### src/rtl/lbp_pkg.sv
// Shared types and constants for the LBP scan controller: FSM states,
// default image geometry and the 3x3 window offset table.
package lbp_pkg;

   localparam int ADDR_W    = 14;
   localparam int DEF_IMG_W = 128;
   localparam int DEF_IMG_H = 128;
   localparam int NB_SLOTS  = 9;

   typedef logic [ADDR_W-1:0] addr_t;

   typedef enum logic [2:0] {
      IDLE,
      LOAD,
      READ,
      WAIT,
      EMIT,
      BORDER,
      DONE
   } state_t;

   // Raster offset of window slot sel; negative offsets wrap in 14-bit space.
   function automatic addr_t nb_offset(input logic [3:0] sel, input int unsigned w);
      addr_t wv;
      wv = addr_t'(w);
      case (sel)
         4'd1:    nb_offset = -(wv + addr_t'(1));
         4'd2:    nb_offset = -wv;
         4'd3:    nb_offset = -(wv - addr_t'(1));
         4'd4:    nb_offset = -addr_t'(1);
         4'd5:    nb_offset = addr_t'(1);
         4'd6:    nb_offset = wv - addr_t'(1);
         4'd7:    nb_offset = wv;
         4'd8:    nb_offset = wv + addr_t'(1);
         default: nb_offset = '0;
      endcase
   endfunction

endpackage

### src/rtl/lbp_scan_ctrl_if.sv
// Host/datapath-facing signal bundle of the LBP scan controller.
// master = controller side, slave = host/datapath side.
interface lbp_scan_ctrl_if;
   import lbp_pkg::*;

   logic  RGB_ready;
   logic  RGB_req;
   addr_t RGB_addr;
   logic  gray_valid;
   addr_t gray_addr;
   logic  nb_rd;
   addr_t nb_addr;
   logic  [3:0] nb_sel;
   logic  lbp_valid;
   addr_t lbp_addr;
   logic  lbp_zero;
   logic  finish;

   modport master (
      input  RGB_ready,
      output RGB_req, RGB_addr, gray_valid, gray_addr,
             nb_rd, nb_addr, nb_sel, lbp_valid, lbp_addr, lbp_zero, finish
   );

   modport slave (
      output RGB_ready,
      input  RGB_req, RGB_addr, gray_valid, gray_addr,
             nb_rd, nb_addr, nb_sel, lbp_valid, lbp_addr, lbp_zero, finish
   );
endinterface

### src/rtl/lbp_nb_addr_gen.sv
// Combinational window address generator: (pixel, slot) -> gray-buffer
// index, plus a flag telling whether the pixel lies on the image border.
module lbp_nb_addr_gen
   import lbp_pkg::*;
#(
   parameter int IMG_W = DEF_IMG_W,
   parameter int IMG_H = DEF_IMG_H
) (
   input  addr_t      p,
   input  logic [3:0] sel,
   output addr_t      nb_addr,
   output logic       border
);
   localparam int CW = $clog2(IMG_W);

   addr_t         row;
   logic [CW-1:0] col;

   assign col     = p[CW-1:0];
   assign row     = p >> CW;
   assign nb_addr = p + nb_offset(sel, IMG_W);
   assign border  = (row == '0) || (row == addr_t'(IMG_H-1)) ||
                    (col == '0) || (col == CW'(IMG_W-1));
endmodule

### src/rtl/lbp_scan_ctrl.sv
// LBP frame controller: loads the RGB frame, then walks every pixel through a
// 3x3 gray-buffer read window. Define LBP_BORDER_ZERO_EN to emit zero results for border pixels.
module lbp_scan_ctrl
   import lbp_pkg::*;
#(
   parameter int IMG_W = DEF_IMG_W,
   parameter int IMG_H = DEF_IMG_H
) (
   input  logic            clk,
   input  logic            reset,
   lbp_scan_ctrl_if.master bus
);
   localparam int    N      = IMG_W * IMG_H;
   localparam addr_t LAST_K = addr_t'(N-1);
`ifdef LBP_BORDER_ZERO_EN
   localparam addr_t FIRST_PIX = '0;
   localparam addr_t LAST_PIX  = addr_t'(N-1);
`else
   localparam addr_t FIRST_PIX = addr_t'(IMG_W+1);
   localparam addr_t LAST_PIX  = addr_t'(N-IMG_W-2);
`endif

   state_t     state_reg, state_next;
   addr_t      k_reg, p_reg, gray_addr_reg;
   addr_t      nb_addr_hold_reg, lbp_addr_hold_reg;
   logic [3:0] sel_reg, nb_sel_hold_reg;
   logic       load_done_reg, gray_valid_reg;

   logic  rgb_req, nb_rd, lbp_valid, lbp_zero, adv, gen_border;
   addr_t p_gen, p_next, gen_addr;
   state_t pix_state;

   // While leaving a pixel the generator looks at p+1 so the next state
   // (and, without border output, the skip distance) is known this cycle.
   assign adv   = (state_reg == EMIT) || (state_reg == BORDER);
   assign p_gen = adv ? p_reg + addr_t'(1) : p_reg;

   lbp_nb_addr_gen #(.IMG_W(IMG_W), .IMG_H(IMG_H)) u_addr_gen (
      .p       (p_gen),
      .sel     (sel_reg),
      .nb_addr (gen_addr),
      .border  (gen_border)
   );

   always_comb begin
`ifdef LBP_BORDER_ZERO_EN
      p_next    = p_reg + addr_t'(1);
      pix_state = gen_border ? BORDER : READ;
`else
      p_next    = gen_border ? p_reg + addr_t'(3) : p_reg + addr_t'(1);
      pix_state = READ;
`endif
   end

   always_comb begin
      state_next = state_reg;
      rgb_req    = 1'b0;
      nb_rd      = 1'b0;
      lbp_valid  = 1'b0;
      lbp_zero   = 1'b0;
      case (state_reg)
         IDLE: state_next = LOAD;
         LOAD: begin
            if (!load_done_reg) rgb_req = bus.RGB_ready;
            else                state_next = pix_state;
         end
         READ: begin
            nb_rd = 1'b1;
            if (sel_reg == 4'(NB_SLOTS-1)) state_next = WAIT;
         end
         WAIT: state_next = EMIT;
         EMIT: begin
            lbp_valid  = 1'b1;
            state_next = (p_reg == LAST_PIX) ? DONE : pix_state;
         end
         BORDER: begin
            lbp_valid  = 1'b1;
`ifdef LBP_BORDER_ZERO_EN
            lbp_zero   = 1'b1;
`endif
            state_next = (p_reg == LAST_PIX) ? DONE : pix_state;
         end
         DONE:    state_next = DONE;
         default: state_next = IDLE;
      endcase
   end

   always_ff @(posedge clk or posedge reset) begin
      if (reset) begin
         state_reg         <= IDLE;
         k_reg             <= '0;
         p_reg             <= '0;
         sel_reg           <= '0;
         load_done_reg     <= 1'b0;
         gray_valid_reg    <= 1'b0;
         gray_addr_reg     <= '0;
         nb_addr_hold_reg  <= '0;
         nb_sel_hold_reg   <= '0;
         lbp_addr_hold_reg <= '0;
      end else begin
         state_reg      <= state_next;
         gray_valid_reg <= rgb_req;
         if (rgb_req) gray_addr_reg <= k_reg;
         if (state_reg == IDLE) begin
            k_reg         <= '0;
            p_reg         <= FIRST_PIX;
            sel_reg       <= '0;
            load_done_reg <= 1'b0;
         end
         // k parks on the last index so RGB_addr keeps the final request.
         if (rgb_req) begin
            if (k_reg == LAST_K) load_done_reg <= 1'b1;
            else                 k_reg <= k_reg + addr_t'(1);
         end
         if (nb_rd) begin
            sel_reg          <= (sel_reg == 4'(NB_SLOTS-1)) ? 4'd0 : sel_reg + 4'd1;
            nb_addr_hold_reg <= gen_addr;
            nb_sel_hold_reg  <= sel_reg;
         end
         if (lbp_valid) lbp_addr_hold_reg <= p_reg;
         if (adv && state_next != DONE) p_reg <= p_next;
      end
   end

   assign bus.RGB_req    = rgb_req;
   assign bus.RGB_addr   = k_reg;
   assign bus.gray_valid = gray_valid_reg;
   assign bus.gray_addr  = gray_addr_reg;
   assign bus.nb_rd      = nb_rd;
   assign bus.nb_addr    = nb_rd ? gen_addr : nb_addr_hold_reg;
   assign bus.nb_sel     = nb_rd ? sel_reg : nb_sel_hold_reg;
   assign bus.lbp_valid  = lbp_valid;
   assign bus.lbp_addr   = lbp_valid ? p_reg : lbp_addr_hold_reg;
   assign bus.lbp_zero   = lbp_zero;
   assign bus.finish     = (state_reg == DONE);
endmodule
### src/flat_wrapper.sv
// flat-port wrapper written by rule: the top's interface ports become plain ports
module lbp_scan_ctrl_flat import lbp_pkg::*;
#(
   parameter int IMG_W = DEF_IMG_W,
   parameter int IMG_H = DEF_IMG_H
)
  (clk, reset, bus_RGB_ready, bus_RGB_req, bus_RGB_addr, bus_gray_valid, bus_gray_addr, bus_nb_rd, bus_nb_addr, bus_nb_sel, bus_lbp_valid, bus_lbp_addr, bus_lbp_zero, bus_finish);
  lbp_scan_ctrl_if bus_i ();
  input  logic clk;
  input  logic reset;
  input wire logic [$bits(bus_i.RGB_ready)-1:0] bus_RGB_ready;
  output wire logic [$bits(bus_i.RGB_req)-1:0] bus_RGB_req;
  output wire logic [$bits(bus_i.RGB_addr)-1:0] bus_RGB_addr;
  output wire logic [$bits(bus_i.gray_valid)-1:0] bus_gray_valid;
  output wire logic [$bits(bus_i.gray_addr)-1:0] bus_gray_addr;
  output wire logic [$bits(bus_i.nb_rd)-1:0] bus_nb_rd;
  output wire logic [$bits(bus_i.nb_addr)-1:0] bus_nb_addr;
  output wire logic [$bits(bus_i.nb_sel)-1:0] bus_nb_sel;
  output wire logic [$bits(bus_i.lbp_valid)-1:0] bus_lbp_valid;
  output wire logic [$bits(bus_i.lbp_addr)-1:0] bus_lbp_addr;
  output wire logic [$bits(bus_i.lbp_zero)-1:0] bus_lbp_zero;
  output wire logic [$bits(bus_i.finish)-1:0] bus_finish;
  assign bus_i.RGB_ready = bus_RGB_ready;
  assign bus_RGB_req = bus_i.RGB_req;
  assign bus_RGB_addr = bus_i.RGB_addr;
  assign bus_gray_valid = bus_i.gray_valid;
  assign bus_gray_addr = bus_i.gray_addr;
  assign bus_nb_rd = bus_i.nb_rd;
  assign bus_nb_addr = bus_i.nb_addr;
  assign bus_nb_sel = bus_i.nb_sel;
  assign bus_lbp_valid = bus_i.lbp_valid;
  assign bus_lbp_addr = bus_i.lbp_addr;
  assign bus_lbp_zero = bus_i.lbp_zero;
  assign bus_finish = bus_i.finish;
  lbp_scan_ctrl #(.IMG_W(IMG_W), .IMG_H(IMG_H)) u_core (.clk(clk), .reset(reset), .bus(bus_i));
endmodule
### config.mk
export PLATFORM = sky130hd
export DESIGN_NAME = lbp_scan_ctrl_flat
export DESIGN_NICKNAME = d
export VERILOG_FILES = /design/src/rtl/lbp_pkg.sv /design/src/rtl/lbp_scan_ctrl_if.sv /design/src/rtl/lbp_nb_addr_gen.sv /design/src/rtl/lbp_scan_ctrl.sv /design/src/flat_wrapper.sv
export SDC_FILE = /design/constraint.sdc
export NUM_CORES = 1
export LEC_CHECK = 0
export BUFFER_PORTS_ARGS = -buffer_cell sky130_fd_sc_hd__buf_4
export CAP_MARGIN = 20
export CORE_ASPECT_RATIO = 1.1
export CORE_MARGIN = 2
export CORE_UTILIZATION = 35
export CTS_CLUSTER_DIAMETER = 60
export DETAILED_ROUTE_END_ITERATION = 8
export PLACE_DENSITY_LB_ADDON = 0.08
export SYNTH_ARGS = -nofsm -noshare
export SYNTH_HDL_FRONTEND = slang
export SYNTH_SLANG_ARGS = --single-unit
export TNS_END_PERCENT = 50
### constraint.sdc
create_clock -name clk -period 6.75 [get_ports clk]
set_input_delay 1.6875 -clock clk [delete_from_list [all_inputs] [get_ports clk]]
set_output_delay 1.6875 -clock clk [all_outputs]
set_load 0.05 [all_outputs]
==> results of run 1 <==
==> per-stage QoR <==
| stage | total power [µW] | cell area (µm²) | std cells | util | worst slack, ns |
|---|---|---|---|---|---|
| 6_report | 1190 | 6190 | 853 | 0.416 | 0.793 |
| 5_1_grt | 1250 | 6190 | 853 | 0.416 | 0.276 |
| 4_1_cts | 1210 | 6170 | 852 | 0.415 | 0.743 |
| 3_5_place_dp | 702 | 5870 | 837 | 0.395 | 1.14 |
| 3_3_place_gp | 702 | 5870 | 837 | 0.395 | 1.32 |
| 2_1_floorplan | 651 | 5280 | 604 | - | 0.918 |
==> how the worst max path moves through the flow <==
stage	end	slack, ns
final	bus_nb_addr[13]	0.79
after CTS	bus_nb_addr[13]	0.74
after global routing	bus_nb_addr[11]	0.28
after detailed placement	bus_nb_addr[13]	1.14
after floorplan	bus_nb_addr[4]	0.92
after global placement	bus_nb_addr[13]	1.32
==> synthesized netlist by cell type (3+ instances only) <==
cell type / instances / share of area
sky130_fd_sc_hd__nand3b_1: 3 / 0.0043
sky130_fd_sc_hd__mux2i_1: 7 / 0.013
sky130_fd_sc_hd__o21ai_1: 3 / 0.0028
sky130_fd_sc_hd__a31oi_1: 5 / 0.0059
sky130_fd_sc_hd__o21ai_0: 41 / 0.039
sky130_fd_sc_hd__o22ai_1: 4 / 0.0047
sky130_fd_sc_hd__nor2_1: 34 / 0.024
sky130_fd_sc_hd__or4_1: 5 / 0.0071
sky130_fd_sc_hd__inv_1: 20 / 0.014
sky130_fd_sc_hd__or2_2: 4 / 0.0047
sky130_fd_sc_hd__o31ai_1: 7 / 0.0099
sky130_fd_sc_hd__nor3_2: 3 / 0.0057
sky130_fd_sc_hd__and3_1: 3 / 0.0036
sky130_fd_sc_hd__or2_1: 3 / 0.0036
sky130_fd_sc_hd__nor4_1: 4 / 0.0047
sky130_fd_sc_hd__or3_1: 7 / 0.0083
sky130_fd_sc_hd__buf_4: 8 / 0.011
sky130_fd_sc_hd__clkbuf_1: 16 / 0.011
sky130_fd_sc_hd__nor2b_1: 3 / 0.0036
sky130_fd_sc_hd__nand2_1: 134 / 0.095
sky130_fd_sc_hd__o211ai_1: 10 / 0.014
sky130_fd_sc_hd__nand2b_1: 3 / 0.0036
sky130_fd_sc_hd__dfrtp_1: 83 / 0.39
sky130_fd_sc_hd__xor2_1: 12 / 0.020
sky130_fd_sc_hd__clkinv_1: 3 / 0.0021
sky130_fd_sc_hd__o21a_1: 4 / 0.0057
sky130_fd_sc_hd__nor3_1: 11 / 0.010
sky130_fd_sc_hd__nand4_1: 7 / 0.0083
sky130_fd_sc_hd__xnor2_1: 14 / 0.023
sky130_fd_sc_hd__a21o_1: 7 / 0.0099
sky130_fd_sc_hd__nand3_1: 25 / 0.024
sky130_fd_sc_hd__ha_1: 23 / 0.054
sky130_fd_sc_hd__a21oi_1: 17 / 0.016
sky130_fd_sc_hd__mux2_2: 3 / 0.0064
sky130_fd_sc_hd__buf_6: 3 / 0.0064
sky130_fd_sc_hd__buf_2: 7 / 0.0066
sky130_fd_sc_hd__a211oi_1: 3 / 0.0043
==> cell families after synthesis <==
| group | share of synthesized area |
|---|---|
| AOI/OAI and AO/OA | 0.167 |
| xor gates and xnor gates | 0.0431 |
| muxes | 0.0249 |
| buffers and inverters | 0.0547 |
| other | 0.000710 |
| and+or+nand+nor | 0.254 |
| adders and majority gates | 0.0621 |
| DFF | 0.393 |
==> final cells by class <==
| class | instances | share of cell area |
|---|---|---|
| repair buffers | 73 | 0.0917 |
| clock buffers | 12 | 0.0398 |
| well taps | 196 | 0.0396 |
| flip-flops and latches | 83 | 0.335 |
| multi-input cells | 462 | 0.471 |
| inverters | 24 | 0.0151 |
| clock inverters | 3 | 0.00768 |
==> where the power goes <==
group / switching, µW / internal [µW]
logic: 109 / 41.7
clock network: 204 / 297
registers: 24.8 / 516
==> worst max-delay path, cell delays in order (launching register included) <==
cell and delay [ns]:
sky130_fd_sc_hd__dfrtp_1 0.43, sky130_fd_sc_hd__inv_1 0.14, sky130_fd_sc_hd__ha_1 0.26, sky130_fd_sc_hd__nor3b_1 0.34, sky130_fd_sc_hd__or2_1 0.25, sky130_fd_sc_hd__clkinv_1 0.35
sky130_fd_sc_hd__ha_1 0.42, sky130_fd_sc_hd__a21oi_1 0.08, sky130_fd_sc_hd__o31ai_1 0.20, sky130_fd_sc_hd__a21oi_1 0.10, sky130_fd_sc_hd__a211oi_1 0.39, sky130_fd_sc_hd__o221ai_1 0.20
sky130_fd_sc_hd__o2111ai_1 0.27, sky130_fd_sc_hd__xnor2_1 0.10, sky130_fd_sc_hd__o21ai_1 0.16, sky130_fd_sc_hd__buf_4 0.24
==> placed cells by master (no fill, tap or decap), drive strengths merged, types with 4 or more instances in the layout <==
| cell | n |
|---|---|
| or2 | 7 |
| clkinv | 5 |
| nand4 | 9 |
| o211ai | 10 |
| nor4 | 6 |
| nand3b | 5 |
| nand2 | 134 |
| xor2 | 12 |
| ha | 23 |
| dfrtp | 83 |
| o21ai | 45 |
| nor2 | 34 |
| a21o | 8 |
| a21oi | 17 |
| nand3 | 27 |
| or4 | 7 |
| o22ai | 4 |
| a31oi | 5 |
| clkbuf | 12 |
| inv | 21 |
| mux2i | 9 |
| o21a | 4 |
| xnor2 | 14 |
| buf | 73 |
| and3 | 4 |
| o31ai | 7 |
| nor3 | 14 |
| or3 | 7 |
==> metal layers <==
layer | track usage | vias up | part of all wire
li1 | - | 2227 | -
met1 | 0.239 | 2108 | 0.49
met2 | 0.271 | 78 | 0.46
met3 | 0.0379 | 10 | 0.035
met4 | 0.0460 | 0 | 0.013
met5 | 0 | - | 0
==> impl_metrics.sql, run 1 <==
INSERT INTO impl_metrics (metric_group, metric, value, unit) VALUES
('outcome', 'result_of_the_run', 'completed', ''),
('clocking', 'ctsLongestPathBuffers', '2', ''),
('place', 'numPortBuffers', '67', ''),
('grt', 'first_pass_grt_wire_length', '22.3', 'mm'),
('timing', 'fin_worst_skew', '0.0105', 'ns'),
('clocking', 'ctsHoldBuffers', '0', ''),
('logic_synthesis', 'yosysUniqueCellTypes', '82', ''),
('drt', 'drt_first_iter_violations', '188', ''),
('drt', 'final_antenna_net_count', '0', ''),
('critical_path', 'crit_path_start', 'u_core.sel_reg[0]$_DFFE_PP0P_', ''),
('timing', 'finalHoldViolCount', '0', ''),
('critical_path', 'criticalPathCategory', 'flip-flop to primary output', ''),
('logic_synthesis', 'yosysSeqAreaShare', '0.393', ''),
('logic_synthesis', 'netlist_instances', '604', ''),
('timing', 'setup_viol', '0', ''),
('die', 'placeableCoreArea', '0.0149', 'mm²'),
('finish', 'multi_input_comb_area', '0.00292', 'mm²'),
('clocking', 'clk_pin_slew_worst_paths', '0.07', 'ns'),
('die', 'floorplan.die.height', '133', 'µm'),
('grt', 'grt_use_total', '0.172', ''),
('logic_synthesis', 'yosys_warnings', '0', ''),
('die', 'floorplan.rows', '47', ''),
('critical_path', 'end_kind', 'primary output', ''),
('power', 'power_density_normalized_to_cell_area', '193', 'mW/mm²'),
('critical_path', 'worst_r2r_endpoint', 'u_core.nb_addr_hold_reg[13]$_DFF_PP0_', ''),
('critical_path', 'worst_ep_required_time', '5.06', 'ns'),
('drt', 'vias', '4423', ''),
('min_path', 'min_to', 'u_core.bus.gray_addr[13]$_DFFE_PP0P_', ''),
('timing', 'timing.hold.ws', '0.476', 'ns'),
('logic_synthesis', 'synth-edff-count', '0', ''),
('grt', 'grt_antenna_before_repair', '0', ''),
('finish', 'area_growth', '17.3', '%'),
('finish', 'sequential_cell_area', '0.00208', 'mm²'),
('finish', 'final_layout_net_count', '680', ''),
('critical_path', 'worstPathMaxFanout', '12', ''),
('critical_path', 'worst_r2r_path_depth', '14', ''),
('logic_synthesis', 'postSynth.asyncResetShare', '1.00', ''),
('clocking', 'cts-root-buf', 'sky130_fd_sc_hd__clkbuf_16', ''),
('clocking', 'cts_htree_levels', '3', ''),
('die', 'die_x', '121', 'µm'),
('timing', 'timing.fmax', '168', 'MHz'),
('critical_path', 'critical_path.startpoint_type', 'flip-flop', ''),
('clocking', 'cts_tree', 'yes', ''),
('min_path', 'worst_hold_startpoint', 'u_core.bus.gray_addr[13]$_DFFE_PP0P_', ''),
('timing', 'worst_max_slew_pin_slew', '0.996', 'ns'),
('timing', 'max-slew-margin-rel', '0.336', ''),
('clocking', 'postCtsResizedCells', '0', ''),
('drt', 'average_detailed_routed_wire_length_per_instance', '15.7', 'µm'),
('power', 'max-vdd-ir-drop', '0.142', 'mV'),
('timing', 'setup-tns-final', '0', 'ns'),
('logic_synthesis', 'post_synth_instance_area', '0.00528', 'mm²'),
('die', 'fp.dieArea', '0.0161', 'mm²'),
('finish', 'filler_cell_count', '1519', ''),
('place', 'dpl.hpwl', '9.45', 'mm'),
('finish', 'drive_gt1_frac', '0.186', ''),
('clocking', 'post-cts-setup-buffer-count', '0', ''),
('critical_path', 'r2r_setup_slk', '2.90', 'ns'),
('place', 'globalplace.congestion', '0.794', ''),
('logic_synthesis', 'synth-main-ff-cell', 'sky130_fd_sc_hd__dfrtp_1', ''),
('timing', 'rsz0062_at_grt', 'no', ''),
('min_path', 'worstHoldPathCells', '2', ''),
('drt', 'drt-vias-per-instance', '5.19', ''),
('die', 'io_pins', '69', ''),
('logic_synthesis', 'synth.net_count', '631', ''),
('die', 'initial_utilization', '0.355', ''),
('clocking', 'sinks_on_clock_net', '83', ''),
('timing', 'min_period_over_period', '0.883', ''),
('power', 'leakage', '0.00289', 'µW'),
('clocking', 'worst_skew_pair.late_latency', '0.34', 'ns'),
('critical_path', 'worst-endpoint-arrival', '4.27', 'ns'),
('logic_synthesis', 'synth_area_per_cell', '8.75', 'µm²');
Power figures use the tool's default switching activity.
==> inputs of run 2 (changes only) <==
Settings changed: CTS_BUF_LIST set to sky130_fd_sc_hd__clkbuf_8, REMOVE_ABC_BUFFERS set to 1.
==> impl_metrics.sql, run 2 (synthesis results as in run 1) <==
INSERT INTO impl_metrics (metric_group, metric, value, unit) VALUES
('place', 'place_inst', '839', ''),
('finish', 'finish.utilization', '0.411', ''),
('grt', 'first_pass_grt_wire_length', '22.1', 'mm'),
('clocking', 'postCtsResizedCells', '0', ''),
('place', 'numPortBuffers', '67', ''),
('grt', 'grt_max_degree', '62', ''),
('finish', 'final_cell_count_no_fill', '855', ''),
('finish', 'filler_cell_count', '1498', ''),
('critical_path', 'critical_path.startpoint_type', 'flip-flop', ''),
('drt', 'average_detailed_routed_wire_length_per_instance', '15.0', 'µm'),
('power', 'fin_total_pwr', '1110', 'µW'),
('critical_path', 'crit_path_start', 'u_core.sel_reg[0]$_DFFE_PP0P_', ''),
('timing', 'rsz0062_at_grt', 'no', ''),
('critical_path', 'r2r_setup_slk', '2.90', 'ns'),
('grt', 'grt_pass1_vias', '4353', ''),
('timing', 'timing.fmax', '166', 'MHz'),
('timing', 'worst_max_slew_pin_slew', '0.793', 'ns'),
('critical_path', 'worst-endpoint-arrival', '4.34', 'ns'),
('min_path', 'worstHoldPathCells', '2', ''),
('place', 'dpl.hpwl', '9.15', 'mm'),
('finish', 'most_frequent_cells_in_the_layout', 'sky130_fd_sc_hd__nand2_1 (134), sky130_fd_sc_hd__dfrtp_1 (83), sky130_fd_sc_hd__buf_4 (74)', ''),
('timing', 'setup_viol', '0', ''),
('power', 'leakage', '0.00286', 'µW'),
('clocking', 'ctsLongestPathBuffers', '2', ''),
('finish', 'leading_cell_type_in_the_layout_fill_and_taps_excluded', 'sky130_fd_sc_hd__nand2_1', ''),
('finish', 'area_growth', '15.7', '%'),
('critical_path', 'reg2reg_from', 'u_core.sel_reg[0]$_DFFE_PP0P_', ''),
('critical_path', 'worst_ep_required_time', '5.06', 'ns'),
('clocking', 'worst_skew_pair.late_latency', '0.38', 'ns'),
('die', 'fp.dieArea', '0.0161', 'mm²'),
('drt', 'vias', '4385', ''),
('timing', 'finalHoldViolCount', '0', ''),
('critical_path', 'worst_r2r_path_depth', '14', ''),
('timing', 'setup-tns-final', '0', 'ns'),
('timing', 'maxSlewViolCount', '0', ''),
('clocking', 'clk_pin_slew_worst_paths', '0.08', 'ns'),
('finish', 'n_antenna_cell', '0', ''),
('min_path', 'worst_hold_path_type', 'flip-flop to flip-flop', ''),
('drt', 'final_antenna_net_count', '0', ''),
('clocking', 'sinks_on_clock_net', '83', ''),
('timing', 'min_period_over_period', '0.893', ''),
('timing', 'fin_worst_skew', '0.0131', 'ns'),
('grt', 'globalRouteOverflowTotal', '0', ''),
('drt', 'route.detailed.drc', '0', ''),
('drt', 'drt_first_iter_violations', '207', ''),
('clocking', 'cts-root-buf', 'sky130_fd_sc_hd__clkbuf_8', ''),
('critical_path', 'worstPathMaxFanout', '12', ''),
('clocking', 'cts_tree', 'yes', ''),
('min_path', 'worst_hold_startpoint', 'u_core.lbp_addr_hold_reg[9]$_DFF_PP0_', ''),
('grt', 'grt_use_total', '0.170', ''),
('timing', 'shortest_clock_period_the_worst_path_allows_after_layout', '6.03', 'ns'),
('critical_path', 'worst_r2r_endpoint', 'u_core.nb_addr_hold_reg[13]$_DFF_PP0_', ''),
('die', 'placeableCoreArea', '0.0149', 'mm²'),
('timing', 'max-slew-margin-rel', '0.470', ''),
('power', 'power_density_normalized_to_cell_area', '181', 'mW/mm²'),
('finish', 'drive_gt1_frac', '0.190', ''),
('die', 'die_x', '121', 'µm'),
('run', 'max-cap-violations', '0', ''),
('die', 'initial_utilization', '0.355', ''),
('die', 'io_pins', '69', ''),
('place', 'globalplace.congestion', '0.817', ''),
('finish', 'final_layout_net_count', '681', ''),
('grt', 'grt_antenna_before_repair', '0', ''),
('critical_path', 'criticalPathCategory', 'flip-flop to primary output', ''),
('die', 'floorplan.die.height', '133', 'µm'),
('clocking', 'ctsHoldBuffers', '0', ''),
('min_path', 'min_to', 'u_core.lbp_addr_hold_reg[9]$_DFF_PP0_', ''),
('drt', 'drt-vias-per-instance', '5.13', ''),
('critical_path', 'end_kind', 'primary output', ''),
('power', 'max-vdd-ir-drop', '0.198', 'mV'),
('drt', 'length_of_the_first_detailed_routing_pass_in_iterations', '4', ''),
('clocking', 'cts_htree_levels', '3', ''),
('clocking', 'post-cts-setup-buffer-count', '0', ''),
('die', 'floorplan.rows', '47', ''),
('clocking', 'cts_made_buffers', '9', ''),
('outcome', 'result_of_the_run', 'completed', ''),
('drt', 'wirelength', '12.8', 'mm');
[run 2: changes by cell type in the layout (fill, tap and decap cells not counted), sizes merged]
| cell | delta |
|---|---|
| buf | +1 |
| bufinv | +1 |
| clkbuf | -2 |
| inv | +2 |
[run 2: final cells by class]
| class | instances | area [µm²] | area share |
|---|---|---|---|
| Clock inverter | 6 | 86.3 | 0.0141 |
| Sequential cell | 83 | 2080 | 0.340 |
| Tap cell | 196 | 245 | 0.0401 |
| Timing Repair Buffer | 74 | 556 | 0.0909 |
| Clock buffer | 10 | 138 | 0.0225 |
| Inverter | 24 | 93.8 | 0.0154 |
| Multi-Input combinational cell | 462 | 2920 | 0.477 |
[run 2: worst max path at each step]
stage	endpoint	slack, ns	depth (start not counted)
floorplan	bus_nb_addr[4]	0.99	7
global placement	bus_nb_addr[13]	1.28	15
detailed placement	bus_nb_addr[13]	1.16	15
CTS	bus_nb_addr[13]	0.72	15
global route	bus_nb_addr[13]	0.15	15
finish	bus_nb_addr[13]	0.72	15
[run 2: critical path, cell delays in order (launching register included)]
cell,delay [ns]
sky130_fd_sc_hd__dfrtp_1,0.43
sky130_fd_sc_hd__inv_1,0.13
sky130_fd_sc_hd__ha_1,0.26
sky130_fd_sc_hd__nor3b_1,0.38
sky130_fd_sc_hd__or2_1,0.27
sky130_fd_sc_hd__clkinv_1,0.34
sky130_fd_sc_hd__ha_1,0.41
sky130_fd_sc_hd__a21oi_1,0.08
sky130_fd_sc_hd__o31ai_1,0.20
sky130_fd_sc_hd__a21oi_1,0.09
sky130_fd_sc_hd__a211oi_1,0.41
sky130_fd_sc_hd__o221ai_1,0.21
sky130_fd_sc_hd__o2111ai_1,0.27
sky130_fd_sc_hd__xnor2_1,0.09
sky130_fd_sc_hd__o21ai_1,0.15
sky130_fd_sc_hd__buf_4,0.22
[run 2: where the power goes]
group | leakage (µW) | switching, µW | total (µW) | internal, µW
logic | 0.00161 | 108 | 149 | 40.5
registers | 0.00113 | 24.9 | 541 | 516
clock network | 0.000118 | 200 | 419 | 219
total | 0.00286 | 333 | 1110 | 776
[run 2: through the flow]
stage / hold slack [ns] / setup slack, ns / cell area, µm²
after detailed placement: 0.460 / 1.16 / 5890
after global placement: 0.454 / 1.28 / 5890
after CTS: 0.481 / 0.721 / 6110
final: 0.478 / 0.724 / 6110
after global routing: 0.499 / 0.149 / 6110
after floorplan: 0.487 / 0.992 / 5090
[run 2: metal layers]
| metal | GRT usage | up-vias | wire length [µm] |
|---|---|---|---|
| li1 | - | 2224 | - |
| met1 | 0.238 | 2062 | 6340 |
| met2 | 0.261 | 83 | 5820 |
| met3 | 0.0289 | 16 | 461 |
| met4 | 0.0664 | 0 | 206 |
| met5 | 0 | - | 0 |
==> inputs of run 3 (changes only) <==
==> constraint.sdc (replaced) <==
create_clock -name clk -period 6.75 [get_ports clk]
set_input_delay 1.0125 -clock clk [delete_from_list [all_inputs] [get_ports clk]]
set_output_delay 1.0125 -clock clk [all_outputs]
set_load 0.05 [all_outputs]
==> impl_metrics.sql, run 3 (synthesis results as in run 1) <==
INSERT INTO impl_metrics (metric_group, metric, value, unit) VALUES
('clocking', 'cts_tree', 'yes', ''),
('finish', 'most_frequent_cells_in_the_layout', 'sky130_fd_sc_hd__nand2_1 (134), sky130_fd_sc_hd__dfrtp_1 (83), sky130_fd_sc_hd__buf_4 (72)', ''),
('clocking', 'ctsHoldBuffers', '0', ''),
('finish', 'drive_gt1_frac', '0.189', ''),
('critical_path', 'critical_path.startpoint_type', 'flip-flop', ''),
('drt', 'wirelength', '12.9', 'mm'),
('finish', 'final_cell_count_no_fill', '853', ''),
('power', 'max-vdd-ir-drop', '0.127', 'mV'),
('clocking', 'postCtsResizedCells', '0', ''),
('grt', 'globalRouteOverflowTotal', '0', ''),
('die', 'die_x', '121', 'µm'),
('clocking', 'cts_htree_levels', '3', ''),
('run', 'max-cap-violations', '0', ''),
('finish', 'leading_cell_type_in_the_layout_fill_and_taps_excluded', 'sky130_fd_sc_hd__nand2_1', ''),
('grt', 'grt_max_degree', '56', ''),
('grt', 'grt_antenna_before_repair', '0', ''),
('timing', 'finalHoldViolCount', '0', ''),
('timing', 'fin_worst_skew', '0.0111', 'ns'),
('min_path', 'worstHoldPathCells', '2', ''),
('grt', 'grt_use_total', '0.169', ''),
('place', 'dpl.hpwl', '9.33', 'mm'),
('timing', 'worst_max_slew_pin_slew', '0.833', 'ns'),
('place', 'numPortBuffers', '67', ''),
('clocking', 'worst_skew_pair.late_latency', '0.38', 'ns'),
('power', 'power_density_normalized_to_cell_area', '170', 'mW/mm²'),
('critical_path', 'worst_r2r_path_depth', '14', ''),
('drt', 'wl_met2', '5.81', 'mm'),
('min_path', 'worst_hold_path_type', 'flip-flop to flip-flop', ''),
('critical_path', 'worstPathMaxFanout', '12', ''),
('power', 'fin_total_pwr', '1030', 'µW'),
('timing', 'max-slew-margin-rel', '0.444', ''),
('grt', 'grt_pass1_vias', '4358', ''),
('clocking', 'ctsLongestPathBuffers', '2', ''),
('timing', 'timing.fmax', '188', 'MHz'),
('critical_path', 'end_kind', 'primary output', ''),
('drt', 'drt_first_iter_violations', '277', ''),
('clocking', 'cts_made_buffers', '9', ''),
('finish', 'final_layout_net_count', '679', ''),
('outcome', 'result_of_the_run', 'completed', ''),
('finish', 'finish.utilization', '0.407', ''),
('drt', 'length_of_the_first_detailed_routing_pass_in_iterations', '5', ''),
('drt', 'met1Wirelength', '6.42', 'mm'),
('drt', 'drt-vias-per-instance', '5.19', ''),
('drt', 'vias', '4428', ''),
('drt', 'route.detailed.drc', '0', ''),
('timing', 'setup-tns-final', '0', 'ns'),
('timing', 'maxSlewViolCount', '0', ''),
('die', 'initial_utilization', '0.355', ''),
('place', 'globalplace.congestion', '0.842', ''),
('place', 'place_inst', '837', ''),
('clocking', 'clk_pin_slew_worst_paths', '0.09', 'ns'),
('drt', 'average_detailed_routed_wire_length_per_instance', '15.2', 'µm'),
('die', 'floorplan.die.height', '133', 'µm'),
('drt', 'final_antenna_net_count', '0', ''),
('clocking', 'sinks_on_clock_net', '83', ''),
('power', 'leakage', '0.00281', 'µW'),
('die', 'placeableCoreArea', '0.0149', 'mm²'),
('die', 'fp.dieArea', '0.0161', 'mm²'),
('drt', 'met3WireLength', '403', 'µm'),
('clocking', 'post-cts-setup-buffer-count', '0', ''),
('finish', 'area_growth', '14.5', '%'),
('timing', 'rsz0062_at_grt', 'no', ''),
('grt', 'first_pass_grt_wire_length', '21.8', 'mm'),
('finish', 'n_antenna_cell', '0', ''),
('clocking', 'cts-root-buf', 'sky130_fd_sc_hd__clkbuf_8', ''),
('critical_path', 'worst-endpoint-arrival', '4.31', 'ns'),
('timing', 'setup_viol', '0', ''),
('drt', 'highest_layer', 'met4', ''),
('critical_path', 'criticalPathCategory', 'flip-flop to primary output', ''),
('timing', 'timing.hold.ws', '0.480', 'ns'),
('die', 'floorplan.rows', '47', ''),
('critical_path', 'worst_ep_required_time', '5.74', 'ns'),
('timing', 'min_period_over_period', '0.788', ''),
('timing', 'shortest_clock_period_the_worst_path_allows_after_layout', '5.32', 'ns'),
('die', 'io_pins', '69', '');
run 3: cell count changes in the layout (fill, tap and decap cells not counted), sizes merged:
cell      delta
bufinv       -2
buf          -2
inv          -1
clkinv       +1
clkinvlp     +3
clkbuf       -1
run 3: layout make-up:
| type | count | area (µm²) |
|---|---|---|
| multi-input combinational | 462 | 2920 |
| inverter | 24 | 93.8 |
| sequential | 83 | 2080 |
| clock inverter | 7 | 52.6 |
| tap | 196 | 245 |
| fill | 1505 | 8830 |
| clock buffer | 9 | 124 |
| timing repair buffer | 72 | 541 |
run 3: stage by stage:
step                      setup slack, ns  instance area [µm²]
final                                1.43                 6050
after global routing                0.892                 6050
after CTS                            1.34                 6050
after detailed placement             1.75                 5870
after global placement               1.89                 5870
after floorplan                      1.67                 5090
run 3: worst paths after layout:
kind,startpoint,to,slack [ns]
min,u_core.lbp_addr_hold_reg[4]$_DFF_PP0_,u_core.lbp_addr_hold_reg[4]$_DFF_PP0_,0.48
max,u_core.sel_reg[0]$_DFFE_PP0P_,bus_nb_addr[13],1.43
min in group asynchronous,reset,u_core.bus.RGB_addr[7]$_DFF_PP0_,0.65
min reg2reg,u_core.lbp_addr_hold_reg[4]$_DFF_PP0_,u_core.lbp_addr_hold_reg[4]$_DFF_PP0_,0.48
max reg2reg,u_core.sel_reg[0]$_DFFE_PP0P_,u_core.nb_addr_hold_reg[13]$_DFF_PP0_,2.93
max in group asynchronous,reset,u_core.p_reg[11]$_DFFE_PP0P_,5.01
run 3: metal layers:
metal | GRT usage | up-vias
met1 | 0.234 | 2091
li1 | - | 2226
met3 | 0.0259 | 20
met5 | 0 | -
met4 | 0.0741 | 0
met2 | 0.259 | 91
run 3: power breakdown:
group | leakage [µW] | switching [µW] | internal (µW) | total [µW]
logic | 0.00160 | 108 | 40.0 | 148
clock network | 0.0000836 | 202 | 136 | 338
registers | 0.00113 | 24.7 | 516 | 540
total | 0.00281 | 335 | 692 | 1030
run 3: worst max-delay path, cell delays in order (launching register included):
cell and delay [ns]:
sky130_fd_sc_hd__dfrtp_1 0.44, sky130_fd_sc_hd__inv_1 0.13, sky130_fd_sc_hd__ha_1 0.26, sky130_fd_sc_hd__nor3b_1 0.30, sky130_fd_sc_hd__or2_1 0.25, sky130_fd_sc_hd__clkinv_1 0.34, sky130_fd_sc_hd__ha_1 0.41, sky130_fd_sc_hd__a21oi_1 0.08
sky130_fd_sc_hd__o31ai_1 0.21, sky130_fd_sc_hd__a21oi_1 0.10, sky130_fd_sc_hd__a211oi_1 0.45, sky130_fd_sc_hd__o221ai_1 0.23, sky130_fd_sc_hd__o2111ai_1 0.27, sky130_fd_sc_hd__xnor2_1 0.09, sky130_fd_sc_hd__o21ai_1 0.15, sky130_fd_sc_hd__buf_4 0.22
